### src/rtl/cpu_pkg.sv
// Shared CPU encodings: ALU sub-operation select and multiply/divide sequencer states.
package cpu_pkg;

    typedef enum logic {
        OP_MUL = 1'b0,
        OP_DIV = 1'b1
    } op_e;

    typedef enum logic [1:0] {
        IDLE = 2'd0,
        RUN  = 2'd1,
        DONE = 2'd2
    } seq_state_e;

endpackage

### src/rtl/muldiv_sequencer_if.sv
// Request/response bundle between the instruction decoder and the multiply/divide sequencer.
interface muldiv_sequencer_if #(
    parameter int unsigned WIDTH = 8
);
    logic             start;
    logic             op;
    logic [WIDTH-1:0] a;
    logic [WIDTH-1:0] b;
    logic             busy;
    logic             done;
    logic [WIDTH-1:0] res_lo;
    logic [WIDTH-1:0] res_hi;
    logic             div_zero;

    modport master (
        output start, op, a, b,
        input  busy, done, res_lo, res_hi, div_zero
    );

    modport slave (
        input  start, op, a, b,
        output busy, done, res_lo, res_hi, div_zero
    );
endinterface

### src/rtl/muldiv_step.sv
// One combinational iteration: shift-add multiply or restoring shift-subtract divide
// over a shared accumulator {upper[WIDTH:0], lower[WIDTH-1:0]}.
module muldiv_step
    import cpu_pkg::*;
#(
    parameter int unsigned WIDTH = 8
) (
    input  op_e                op,
    input  logic [2*WIDTH:0]   acc,
    input  logic [WIDTH-1:0]   b,
    output logic [2*WIDTH:0]   acc_next
);
    logic [WIDTH:0]   hi_sum;
    logic [2*WIDTH:0] shl;
    logic [WIDTH+1:0] diff;

    always_comb begin
        hi_sum = acc[2*WIDTH:WIDTH];
        if (acc[0]) begin
            hi_sum = acc[2*WIDTH:WIDTH] + {1'b0, b};
        end
        // Remainder stays below the divisor, so its MSB is zero before the shift and nothing is lost.
        shl  = {acc[2*WIDTH-1:0], 1'b0};
        diff = {1'b0, shl[2*WIDTH:WIDTH]} - {2'b00, b};

        acc_next = '0;
        if (op == OP_MUL) begin
            acc_next = {1'b0, hi_sum, acc[WIDTH-1:1]};
        end else if (diff[WIDTH+1]) begin
            acc_next = shl;
        end else begin
            acc_next = {diff[WIDTH:0], shl[WIDTH-1:1], 1'b1};
        end
    end
endmodule

### src/rtl/muldiv_sequencer.sv
// Iterative unsigned multiply/divide controller: one step per clock, results
// registered on completion with a single-cycle done pulse.
module muldiv_sequencer
    import cpu_pkg::*;
#(
    parameter int unsigned WIDTH = 8
) (
    input logic               clk,
    input logic               reset,
    muldiv_sequencer_if.slave bus
);
    localparam int unsigned CW = $clog2(WIDTH) + 1;
    localparam int unsigned AW = 2 * WIDTH + 1;

    seq_state_e       state_q, state_d;
    op_e              op_q, op_d;
    logic [WIDTH-1:0] b_q, b_d;
    logic [AW-1:0]    acc_q, acc_d, acc_step;
    logic [CW-1:0]    cnt_q, cnt_d;
    logic             busy_q, busy_d;
    logic             done_q, done_d;
    logic             dz_q, dz_d;
    logic [WIDTH-1:0] res_lo_q, res_lo_d;
    logic [WIDTH-1:0] res_hi_q, res_hi_d;

    muldiv_step #(.WIDTH(WIDTH)) u_step (
        .op       (op_q),
        .acc      (acc_q),
        .b        (b_q),
        .acc_next (acc_step)
    );

    always_comb begin
        state_d  = state_q;
        op_d     = op_q;
        b_d      = b_q;
        acc_d    = acc_q;
        cnt_d    = cnt_q;
        res_lo_d = res_lo_q;
        res_hi_d = res_hi_q;
        dz_d     = dz_q;

        case (state_q)
            IDLE: begin
                if (bus.start) begin
                    op_d  = op_e'(bus.op);
                    b_d   = bus.b;
                    cnt_d = '0;
                    if (op_e'(bus.op) == OP_DIV && bus.b == '0) begin
                        state_d  = DONE;
                        res_lo_d = '1;
                        res_hi_d = bus.a;
                        dz_d     = 1'b1;
                    end else begin
                        state_d = RUN;
                        acc_d   = {{(WIDTH+1){1'b0}}, bus.a};
                    end
                end
            end
            RUN: begin
                acc_d = acc_step;
                cnt_d = cnt_q + 1'b1;
                // Final step's output goes straight to the result registers.
                if (cnt_d >= CW'(WIDTH)) begin
                    state_d  = DONE;
                    res_lo_d = acc_step[WIDTH-1:0];
                    res_hi_d = acc_step[2*WIDTH-1:WIDTH];
                    dz_d     = 1'b0;
                end
            end
            DONE:    state_d = IDLE;
            default: state_d = IDLE;
        endcase

        busy_d = (state_d == RUN);
        done_d = (state_d == DONE);
    end

    always_ff @(posedge clk) begin
        if (reset) begin
            state_q  <= IDLE;
            op_q     <= OP_MUL;
            b_q      <= '0;
            acc_q    <= '0;
            cnt_q    <= '0;
            busy_q   <= 1'b0;
            done_q   <= 1'b0;
            dz_q     <= 1'b0;
            res_lo_q <= '0;
            res_hi_q <= '0;
        end else begin
            state_q  <= state_d;
            op_q     <= op_d;
            b_q      <= b_d;
            acc_q    <= acc_d;
            cnt_q    <= cnt_d;
            busy_q   <= busy_d;
            done_q   <= done_d;
            dz_q     <= dz_d;
            res_lo_q <= res_lo_d;
            res_hi_q <= res_hi_d;
        end
    end

    assign bus.busy     = busy_q;
    assign bus.done     = done_q;
    assign bus.div_zero = dz_q;
    assign bus.res_lo   = res_lo_q;
    assign bus.res_hi   = res_hi_q;
endmodule

### src/flat_wrapper.sv
// flat-port wrapper written by rule: the top's interface ports become plain ports
module muldiv_sequencer_flat import cpu_pkg::*;
#(
    parameter int unsigned WIDTH = 8
)
  (clk, reset, bus_start, bus_op, bus_a, bus_b, bus_busy, bus_done, bus_res_lo, bus_res_hi, bus_div_zero);
  muldiv_sequencer_if #(.WIDTH(WIDTH)) bus_i ();
  input logic clk;
  input logic reset;
  input wire logic [$bits(bus_i.start)-1:0] bus_start;
  input wire logic [$bits(bus_i.op)-1:0] bus_op;
  input wire logic [$bits(bus_i.a)-1:0] bus_a;
  input wire logic [$bits(bus_i.b)-1:0] bus_b;
  output wire logic [$bits(bus_i.busy)-1:0] bus_busy;
  output wire logic [$bits(bus_i.done)-1:0] bus_done;
  output wire logic [$bits(bus_i.res_lo)-1:0] bus_res_lo;
  output wire logic [$bits(bus_i.res_hi)-1:0] bus_res_hi;
  output wire logic [$bits(bus_i.div_zero)-1:0] bus_div_zero;
  assign bus_i.start = bus_start;
  assign bus_i.op = bus_op;
  assign bus_i.a = bus_a;
  assign bus_i.b = bus_b;
  assign bus_busy = bus_i.busy;
  assign bus_done = bus_i.done;
  assign bus_res_lo = bus_i.res_lo;
  assign bus_res_hi = bus_i.res_hi;
  assign bus_div_zero = bus_i.div_zero;
  muldiv_sequencer #(.WIDTH(WIDTH)) u_core (.clk(clk), .reset(reset), .bus(bus_i));
endmodule
### config.mk
export PLATFORM = sky130hd
export DESIGN_NAME = muldiv_sequencer_flat
export DESIGN_NICKNAME = d
export VERILOG_FILES = /design/src/rtl/cpu_pkg.sv /design/src/rtl/muldiv_sequencer_if.sv /design/src/rtl/muldiv_step.sv /design/src/rtl/muldiv_sequencer.sv /design/src/flat_wrapper.sv
export SDC_FILE = /design/constraint.sdc
export NUM_CORES = 1
export LEC_CHECK = 0
export ABC_AREA = 1
export CAP_MARGIN = 0
export CORE_ASPECT_RATIO = 0.75
export CORE_MARGIN = 2
export CORE_UTILIZATION = 60
export DETAILED_ROUTE_END_ITERATION = 8
export PLACE_DENSITY = 0.95
export SLEW_MARGIN = 20
export SYNTH_ARGS = -nofsm -noshare
export SYNTH_HDL_FRONTEND = slang
export SYNTH_SLANG_ARGS = --single-unit
### constraint.sdc
create_clock -name clk -period 3.3 [get_ports clk]
set_input_delay 0.495 -clock clk [delete_from_list [all_inputs] [get_ports clk]]
set_output_delay 0.495 -clock clk [all_outputs]
set_load 0.01 [all_outputs]
==> results of run 1 <==
cell families (layout without fill, tap and decap cells):
group,count (synthesis),after routing
flip-flops,51,51
XOR/XNOR,7,7
buffers and inverters,86,117
AO/OA/AOI/OAI,107,107
adder cells (fa/ha/maj),19,19
AND/OR/NAND/NOR,207,207
area by class of cell:
class / count / area share, %
timing repair buffer: 40 / 10.70
multi-input combinational: 340 / 49.17
clock inverter: 2 / 1.016
clock buffer: 5 / 1.863
inverter: 70 / 7.179
tap: 72 / 2.438
sequential: 51 / 27.63
registers in the layout, summed over array words and instances, names as in the netlist:
name / count
u_core.acc_q: 17
u_core.b_q: 8
u_core.bus.busy: 1
u_core.bus.div_zero: 1
u_core.bus.done: 1
u_core.bus.res_hi: 8
u_core.bus.res_lo: 8
u_core.cnt_q: 4
u_core.op_q: 1
u_core.state_q: 2
Yosys cell counts, drive strengths merged:
cell type,count,area [µm²]
a211oi,7,52.55
a21oi,52,264.0
a31oi,2,12.51
buf,3,21.27
clkbuf,13,48.80
clkinv,1,3.750
dfxtp,51,1021
fa,2,40.04
ha,17,212.7
inv,69,261.5
nand2,126,493.0
nand3,29,170.2
nand3b,1,7.510
nand4,8,50.05
nor2,40,172.7
nor3,1,5.000
o211ai,9,67.56
o21ai,34,170.2
o21bai,1,7.510
o221ai,2,17.52
or2,2,12.51
xnor2,2,17.52
xor2,5,43.79
worst max-delay path: stages (launching register included):
cell and delay (ns):
dfxtp_1 0.50, ha_1 0.23, inv_1 0.06, fa_1 0.35
inv_1 0.10, nand3_1 0.07, nand2_1 0.21, nand2_1 0.08
nand2_1 0.08, nand3_1 0.07, nand3_1 0.12, nand2_1 0.09
nor2_2 0.17, nor2_1 0.06, nor2_1 0.09
power by group:
| group | switching [mW] | total (mW) | internal, mW | leakage [nW] |
|---|---|---|---|---|
| clock network | 0.215 | 0.437 | 0.222 | 0.0502 |
| registers | 0.0374 | 0.683 | 0.645 | 0.416 |
| logic | 0.283 | 0.436 | 0.153 | 1.23 |
| total | 0.535 | 1.56 | 1.02 | 1.69 |
cells in the final DEF, fill, tap and decap left out, drive strengths merged, types with 5 or more instances in the layout:
master and instances:
ha 17, clkdlybuf4s50 38, nand4 8, o21ai 34, nor2 40, a21oi 52
xor2 5, dfxtp 51, a211oi 7, clkbuf 5, nand2 126, o211ai 9
nand3 29, inv 69
final timing paths:
kind,to,slack (ns),cells past startpoint
max reg2reg,u_core.bus.res_hi[7]$_SDFFE_PP0P_,0.95,14
max,u_core.bus.res_hi[7]$_SDFFE_PP0P_,0.95,14
min,u_core.acc_q[3]$_SDFFE_PP0P_,0.48,2
min reg2reg,u_core.acc_q[3]$_SDFFE_PP0P_,0.48,2
stage by stage:
stage,utilization (%),instances
3_3_place_gp,72.02,573
3_5_place_dp,72.02,573
5_1_grt,74.16,580
2_1_floorplan,-,477
6_report,74.16,580
4_1_cts,74.16,580
layer usage:
layer  up-vias  GRT usage (%)  part of all wire (%)
met3        21          10.78                    13
met4         0          7.692                   1.4
li1       1614              -                     -
met1      1511          43.87                    43
met2       224          48.86                    43
met5         -              0                     0
==> results.yml, run 1 <==
status:
  outcome: "complete, no violations"
die:
  ioPinCount: 39
  die_area_um2: 5892
  dieWidth_um: 87.97
  die_h_um: 66.98
  start_util_pct: 63.69
  num_rows: 22
  core_um2: 4982
logic_synthesis:
  yosys.area_share.simple_pct: 28.71
  synth_cells: 477
  synth_top_family_by_area: "simple AND/OR/NAND/NOR gates"
  synthMuxAreaShare_pct: 0
  synth_seq_area_share_pct: 32.18
  avgSynthCellArea_um2: 6.652
  synthXorXnorAreaFrac_pct: 1.932
  yosys_warnings: 0
  synth_seq_cells: 51
  synth_fa_ha_area_share_pct: 7.965
  synth_area_um2: 3173
  ys_types: 32
  syn-num-nets: 516
  synth-compound-area-share_pct: 18.65
timing:
  period_minus_slack_ns: 2.355
  setup_slack_ns: 0.9450
  maxSlewViolCount: 0
  worst_slew_pin_slew_ns: 1.055
  rsz0062_at_grt: "false"
  holdWs_ns: 0.4831
  max_freq_ghz: 0.4246
  fin_setup_tns_ns: 0
  setup_viol: 0
  clock_skew_ns: 0.007512
  final_hold_viol_count: 0
  fin_crit_sh_pct: 71.36
  slew-limit-headroom_pct: 29.58
global_route:
  antenna_found_initial: 0
  grt_first_pass_wirelength_um: 14480
  grt_overflow: 0
  grt_pass1_vias: 3050
  grt_max_degree: 31
  grt_usage_pct: 32.15
setup_path:
  criticalPathCategory: "reg2reg"
  critPathRequiredTime_ns: 3.55
  crit_arrival_ns: 2.60
  worstPathMaxFanout: 6
  critPathCaptureType: "flop"
  start_kind: "flop"
  r2r_start: "u_core.acc_q[8]$_SDFFE_PP0P_"
  cp-startpoint: "u_core.acc_q[8]$_SDFFE_PP0P_"
placement:
  dp_slack_ns: 0.7831
  place_area_um2: 3588
  portBuffers: 38
  place_congestion: 0.9819
  dpl.hpwl_um: 6615
min_path:
  hp-start: "u_core.acc_q[3]$_SDFFE_PP0P_"
  hp-class: "reg2reg"
routing:
  first_iter_violations: 416
  vias: 3370
  drc: 0
  firstDrtPassIters: 5
  post_drt_via_cell_ratio: 5.810
  ant_nets: 0
  drt_wl_total_um: 8887
  post_drt_wl_per_cell_um: 15.32
layout:
  multi_input_area_um2: 1817
  layout.nets: 547
  drive_gt1_share_pct: 5.512
  stdcell_area_um2: 3695
  area_growth_pct: 16.44
  n_antenna_cell: 0
  regArea_um2: 1021
  fillCellCount: 365
clock_network:
  cts_setup_buffers: 0
  clockBufferDepth: 2
  ctsHoldBuffers: 0
  clkSinkCount: 51
  clk_latency_ns: 0.31
  clk_pin_slew_ns: 0.10
  cts_tree: "built"
  cts_resized: 0
  htreeDepth: 2
  cts_buffers: 5
  cts_root_buf: "clkbuf_8"
pwr:
  p_leak_nw: 1.693
  ir_drop_mv: 0.2519
  p_per_area_nw_per_um2: 421.0
  power.total_mw: 1.555
flow_run:
  cap_viol_max_count: 0
No activity file was read; power rests on OpenSTA's default activity.
==> run 2: changes to the inputs <==
--- a/config.mk
+++ b/config.mk
@@ -9,9 +9,9 @@
 export CAP_MARGIN = 0
 export CORE_ASPECT_RATIO = 0.75
 export CORE_MARGIN = 2
-export CORE_UTILIZATION = 60
+export CORE_UTILIZATION = 51
 export DETAILED_ROUTE_END_ITERATION = 8
-export PLACE_DENSITY = 0.95
+export PLACE_DENSITY = 0.87
 export SLEW_MARGIN = 20
 export SYNTH_ARGS = -nofsm -noshare
 export SYNTH_HDL_FRONTEND = slang
==> constraint.sdc (replaced) <==
create_clock -name clk -period 1.9 [get_ports clk]
set_input_delay 0.285 -clock clk [delete_from_list [all_inputs] [get_ports clk]]
set_output_delay 0.285 -clock clk [all_outputs]
set_load 0.01 [all_outputs]
==> results.yml, run 2 (same netlist as run 1, synthesis figures left out) <==
layout:
  drive_gt1_share_pct: 23.42
  stdcell_area_um2: 4340
  n_antenna_cell: 0
  layout_commonest_cell: "nand2_1"
  fin_util_pct: 73.37
  mostFrequentLayoutCells: "114 x nand2_1, 62 x inv_1, 45 x buf_4"
  layout.nets: 593
  final_cells: 633
  fillCellCount: 380
  area_growth_pct: 36.79
  largest-register: "u_core.acc_q"
  largest_register_ffs: 17
setup_path:
  slowest_stage: "dfxtp_4"
  slowest_delay_ns: 0.38
  criticalPathCategory: "reg2reg"
  cp.buffers_inverters: 3
  path_cells: "ha_4, inv_2, fa_2, inv_2, nand3_2, nand2_2, buf_4, xor2_1, nand2_1, a21oi_1, nand2_1, a21oi_2"
  critPathTopFamily: "adder cells"
  critPathCaptureType: "flop"
  start_kind: "flop"
  worstPathMaxFanout: 3
  crit_arrival_ns: 2.33
  critPathRequiredTime_ns: 2.15
timing:
  setup_slack_ns: -0.1801
  max_freq_ghz: 0.4808
  final_hold_viol_count: 0
  fin_crit_sh_pct: 109.5
  rsz0062_at_grt: "true"
  slew-limit-headroom_pct: 66.27
  clock_skew_ns: 0.007700
  fin_setup_tns_ns: -1.300
  setup_viol: 12
  period_minus_slack_ns: 2.080
  maxSlewViolCount: 0
  worst_slew_pin_slew_ns: 0.5053
die:
  num_rows: 24
  die_area_um2: 6875
  die_h_um: 72.31
  ioPinCount: 39
  core_um2: 5916
  dieWidth_um: 95.08
  start_util_pct: 53.64
pwr:
  p_per_area_nw_per_um2: 712.4
  power.total_mw: 3.092
  clkPwrFrac_pct: 25.4
  internal-power_mw: 1.965
  switchingPower_mw: 1.127
  p_leak_nw: 1.952
  power_frac_seq_pct: 37.7
  p_sw_share_pct: 36.44
  ir_drop_mv: 0.5708
  combPwrFrac_pct: 36.9
routing:
  vias: 3962
  post_drt_wl_per_cell_um: 18.86
  drc: 0
  ant_nets: 0
  first_iter_violations: 534
  post_drt_via_cell_ratio: 6.259
  firstDrtPassIters: 9
  drt_wl_total_um: 11940
global_route:
  grt_pass1_vias: 3360
  grt_usage_pct: 31.23
  antenna_found_initial: 0
  grt_overflow: 0
  grt_first_pass_wirelength_um: 16590
  grt_max_degree: 28
status:
  violations: "negative setup slack"
  outcome: "complete, but fails checks"
placement:
  place_area_um2: 3829
  placed_cells: 610
  dpl.hpwl_um: 7127
  place_congestion: 0.9961
  portBuffers: 38
clock_network:
  clkSinkCount: 51
  cts_tree: "built"
  cts_root_buf: "clkbuf_8"
  clk_latency_ns: 0.31
  cts_buffers: 5
  clk_pin_slew_ns: 0.10
  clockBufferDepth: 2
  htreeDepth: 2
flow_run:
  cap_viol_max_count: 0
min_path:
  hp-class: "reg2reg"
==> run 2: changes by cell type in the layout (fill, tap and decap cells not counted), moves of 4 or more <==
| cell | change |
|---|---|
| nand2_2 | +5 |
| dfxtp_2 | +10 |
| a21oi_1 | -14 |
| nand3_1 | -5 |
| dfxtp_1 | -11 |
| ha_1 | -9 |
| nand2_1 | -6 |
| buf_4 | +43 |
| inv_2 | +4 |
| inv_1 | -4 |
| a21oi_2 | +13 |
| ha_4 | +8 |
==> run 2: routing by layer <==
| metal | up-vias | track usage (%) | part of all wire, % |
|---|---|---|---|
| met4 | 0 | 9.984 | 7.2 |
| met1 | 1742 | 44.65 | 36 |
| met5 | - | 0 | 0 |
| met2 | 384 | 47.26 | 42 |
| li1 | 1715 | - | - |
| met3 | 121 | 6.542 | 15 |
==> run 2: final timing paths <==
path	startpoint	end	slack [ns]	cells after the start
worst max-delay path	u_core.b_q[0]$_SDFFE_PP0P_	u_core.bus.res_hi[3]$_SDFFE_PP0P_	-0.18	12
worst min-delay path	u_core.b_q[5]$_SDFFE_PP0P_	u_core.b_q[5]$_SDFFE_PP0P_	0.48	2
worst max register to register	u_core.b_q[0]$_SDFFE_PP0P_	u_core.bus.res_hi[3]$_SDFFE_PP0P_	-0.18	12
worst min register to register	u_core.b_q[5]$_SDFFE_PP0P_	u_core.b_q[5]$_SDFFE_PP0P_	0.48	2
==> run 2: layout make-up <==
type,count,area (µm²),share of cell area [%]
tap,78,97.59,2.248
clock buffer,5,68.82,1.585
clock inverter,3,43.79,1.009
multi-input combinational,341,2087,48.08
inverter,70,265.3,6.111
timing repair buffer,85,740.7,17.07
sequential,51,1037,23.90
==> run 2: per-stage QoR <==
step           hold slack (ns)  setup slack [ns]
2_1_floorplan           0.4501           0.05851
3_5_place_dp            0.4696           -0.2237
5_1_grt                 0.5038           -0.2397
3_3_place_gp            0.4652           -0.1850
6_report                0.4824           -0.1801
4_1_cts                 0.4868         -0.001118
==> run 2: power groups by stage <==
stage	combinational [mW]	clock, mW	sequential (mW)
floorplan	0.557	0	1.17
global placement	0.814	0	1.18
detailed placement	0.843	0	1.18
CTS	0.913	0.777	1.16
global route	1.21	0.826	1.17
finish	1.14	0.784	1.17
==> run 2: repair_timing <==
item | 4_1_cts | 5_1_grt
cloned | 1 | 0
setup buffers | 4 | 10
hold buffers | 0 | 0
pin swaps | 8 | 21
endpoints found under the setup margin | 6 | 19
resized for setup | 22 | 46
==> run 2: worst register-to-register path: cells and delay by family, from the launching register on <==
kind	cells	cell delay (ns)
xor+xnor	1	0.21
simple gates	4	0.42
fa+ha+maj	2	0.46
flops	1	0.38
compound gates	2	0.29
buf+inv	3	0.25
==> run 3: changes to the inputs <==
--- a/config.mk
+++ b/config.mk
@@ -9,10 +9,9 @@
 export CAP_MARGIN = 0
 export CORE_ASPECT_RATIO = 0.75
 export CORE_MARGIN = 2
-export CORE_UTILIZATION = 51
+export CORE_UTILIZATION = 37
 export DETAILED_ROUTE_END_ITERATION = 8
-export PLACE_DENSITY = 0.87
-export SLEW_MARGIN = 20
+export PLACE_DENSITY = 0.69
 export SYNTH_ARGS = -nofsm -noshare
 export SYNTH_HDL_FRONTEND = slang
 export SYNTH_SLANG_ARGS = --single-unit
==> results.yml, run 3 (same netlist as run 1, synthesis figures left out) <==
clock_network:
  cts_root_buf: "clkbuf_16"
  clk_pin_slew_ns: 0.07
  htreeDepth: 2
  clkSinkCount: 51
  clockBufferDepth: 2
  cts_buffers: 5
  cts_tree: "built"
  ctsHoldBuffers: 0
  clk_latency_ns: 0.30
timing:
  clock_skew_ns: 0.007870
  period_minus_slack_ns: 1.849
  setup_viol: 0
  maxSlewViolCount: 0
  fin_crit_sh_pct: 97.32
  max_freq_ghz: 0.5408
  worst_slew_pin_slew_ns: 0.4060
  slew-limit-headroom_pct: 72.90
  fin_setup_tns_ns: 0
  final_hold_viol_count: 0
  rsz0062_at_grt: "true"
placement:
  portBuffers: 38
  dpl.hpwl_um: 7256
  place_area_um2: 3894
  place_congestion: 0.9450
layout:
  drive_gt1_share_pct: 20.29
  mostFrequentLayoutCells: "112 x nand2_1, 62 x inv_1, 44 x a21oi_1"
  stdcell_area_um2: 4317
  n_antenna_cell: 0
  layout_commonest_cell: "nand2_1"
  fillCellCount: 782
  largest-register: "u_core.acc_q"
  largest_register_ffs: 17
  area_growth_pct: 36.04
  layout.nets: 585
routing:
  vias: 3468
  post_drt_via_cell_ratio: 5.295
  ant_nets: 0
  drc: 0
  first_iter_violations: 339
  post_drt_wl_per_cell_um: 14.89
  drt_wl_total_um: 9755
  firstDrtPassIters: 5
setup_path:
  slowest_delay_ns: 0.36
  worstPathMaxFanout: 4
  r2r_cells: 9
  critPathRequiredTime_ns: 2.13
  r2r_start: "u_core.acc_q[11]$_SDFFE_PP0P_"
  start_kind: "flop"
  path_cells: "buf_4, ha_2, nand2_1, nand3b_1, nand3_1, nand2_1, o21ai_1, nand3_1, a21oi_1"
  cp.buffers_inverters: 1
  crit_arrival_ns: 2.08
  regToRegSetupSlack_ns: 0.05
  critPathCaptureType: "flop"
  slowest_stage: "ha_2"
  criticalPathCategory: "reg2reg"
  critPathTopFamily: "simple AND/OR/NAND/NOR gates"
  r2r_end: "u_core.bus.res_hi[4]$_SDFFE_PP0P_"
global_route:
  grt_max_degree: 28
  grt_usage_pct: 20.66
  use_met2_pct: 31.40
  top_usage_layer: "met2"
  grt_first_pass_wirelength_um: 15500
  antenna_found_initial: 0
  grt_overflow: 0
  gr-usage-met1_pct: 30.29
  met3_usage_pct: 3.610
  grt_pass1_vias: 3095
pwr:
  p_per_area_nw_per_um2: 736.2
  ir_drop_mv: 0.4092
  p_leak_nw: 1.932
  power.total_mw: 3.178
min_path:
  holdPathStages: 2
  hp-class: "reg2reg"
  hp-start: "u_core.cnt_q[3]$_SDFFE_PP0P_"
  hold_end: "u_core.cnt_q[3]$_SDFFE_PP0P_"
status:
  outcome: "complete, no violations"
flow_run:
  cap_viol_max_count: 0
die:
  dieWidth_um: 110.9
  ioPinCount: 39
  die_area_um2: 9340
  core_um2: 8382
  start_util_pct: 37.86
  die_h_um: 84.20
  num_rows: 29
-- run 3: how the worst max path moves through the flow --
stage,from,endpoint,depth (start not counted)
global route,u_core.acc_q[11]$_SDFFE_PP0P_,u_core.acc_q[14]$_SDFFE_PP0P_,12
detailed placement,bus_b[7],u_core.bus.res_hi[0]$_SDFFE_PP0P_,10
CTS,u_core.b_q[0]$_SDFFE_PP0P_,u_core.bus.res_hi[4]$_SDFFE_PP0P_,10
global placement,bus_b[2],u_core.bus.res_hi[1]$_SDFFE_PP0P_,8
finish,u_core.acc_q[11]$_SDFFE_PP0P_,u_core.bus.res_hi[4]$_SDFFE_PP0P_,9
floorplan,u_core.acc_q[8]$_SDFFE_PP0P_,u_core.acc_q[15]$_SDFFE_PP0P_,15
-- run 3: area by class of cell --
type                    count  area, µm²  share of cell area, %
repair buffers             77      685.7                  15.88
multi-input cells         341       2026                  46.93
flip-flops and latches     51       1036                  24.00
clock buffers               5      125.1                  2.899
clock inverters             3      43.79                  1.014
well taps                 108      135.1                  3.130
inverters                  70      265.3                  6.145
-- run 3: tightest hold or removal path: cells and delay by family (launching register included) --
family / cells / cell delay (ns)
AND/OR/NAND/NOR: 1 / 0.06
AO/OA/AOI/OAI: 1 / 0.05
flip-flops: 1 / 0.32
-- run 3: stage by stage --
step	std cells	util (%)	setup WS (ns)	hold slack (ns)
2_1_floorplan	477	-	0.05851	0.4501
3_5_place_dp	642	46.45	-0.2102	0.4694
4_1_cts	651	48.71	0.004403	0.4804
3_3_place_gp	642	46.45	-0.1465	0.4665
6_report	655	51.50	0.05084	0.4802
5_1_grt	655	51.50	-0.02578	0.5101
-- run 3: layer usage --
layer,vias up,routed length [µm]
met1,1604,4699
met2,153,4177
met3,18,694
li1,1693,-
met5,-,0
met4,0,184
-- run 3: what timing repair did --
| action | 4_1_cts | 5_1_grt |
|---|---|---|
| endpoints found under the setup margin | 5 | 19 |
| setup buffers | 0 | 4 |
| gates resized for setup | 3 | 48 |
| cloned | 1 | 0 |
| pin swaps | 0 | 11 |
-- run 3: report_power, final --
part | internal (mW) | switching [mW] | total, mW
clock network | 0.622 | 0.423 | 1.05
registers | 1.12 | 0.0446 | 1.17
logic | 0.392 | 0.573 | 0.964
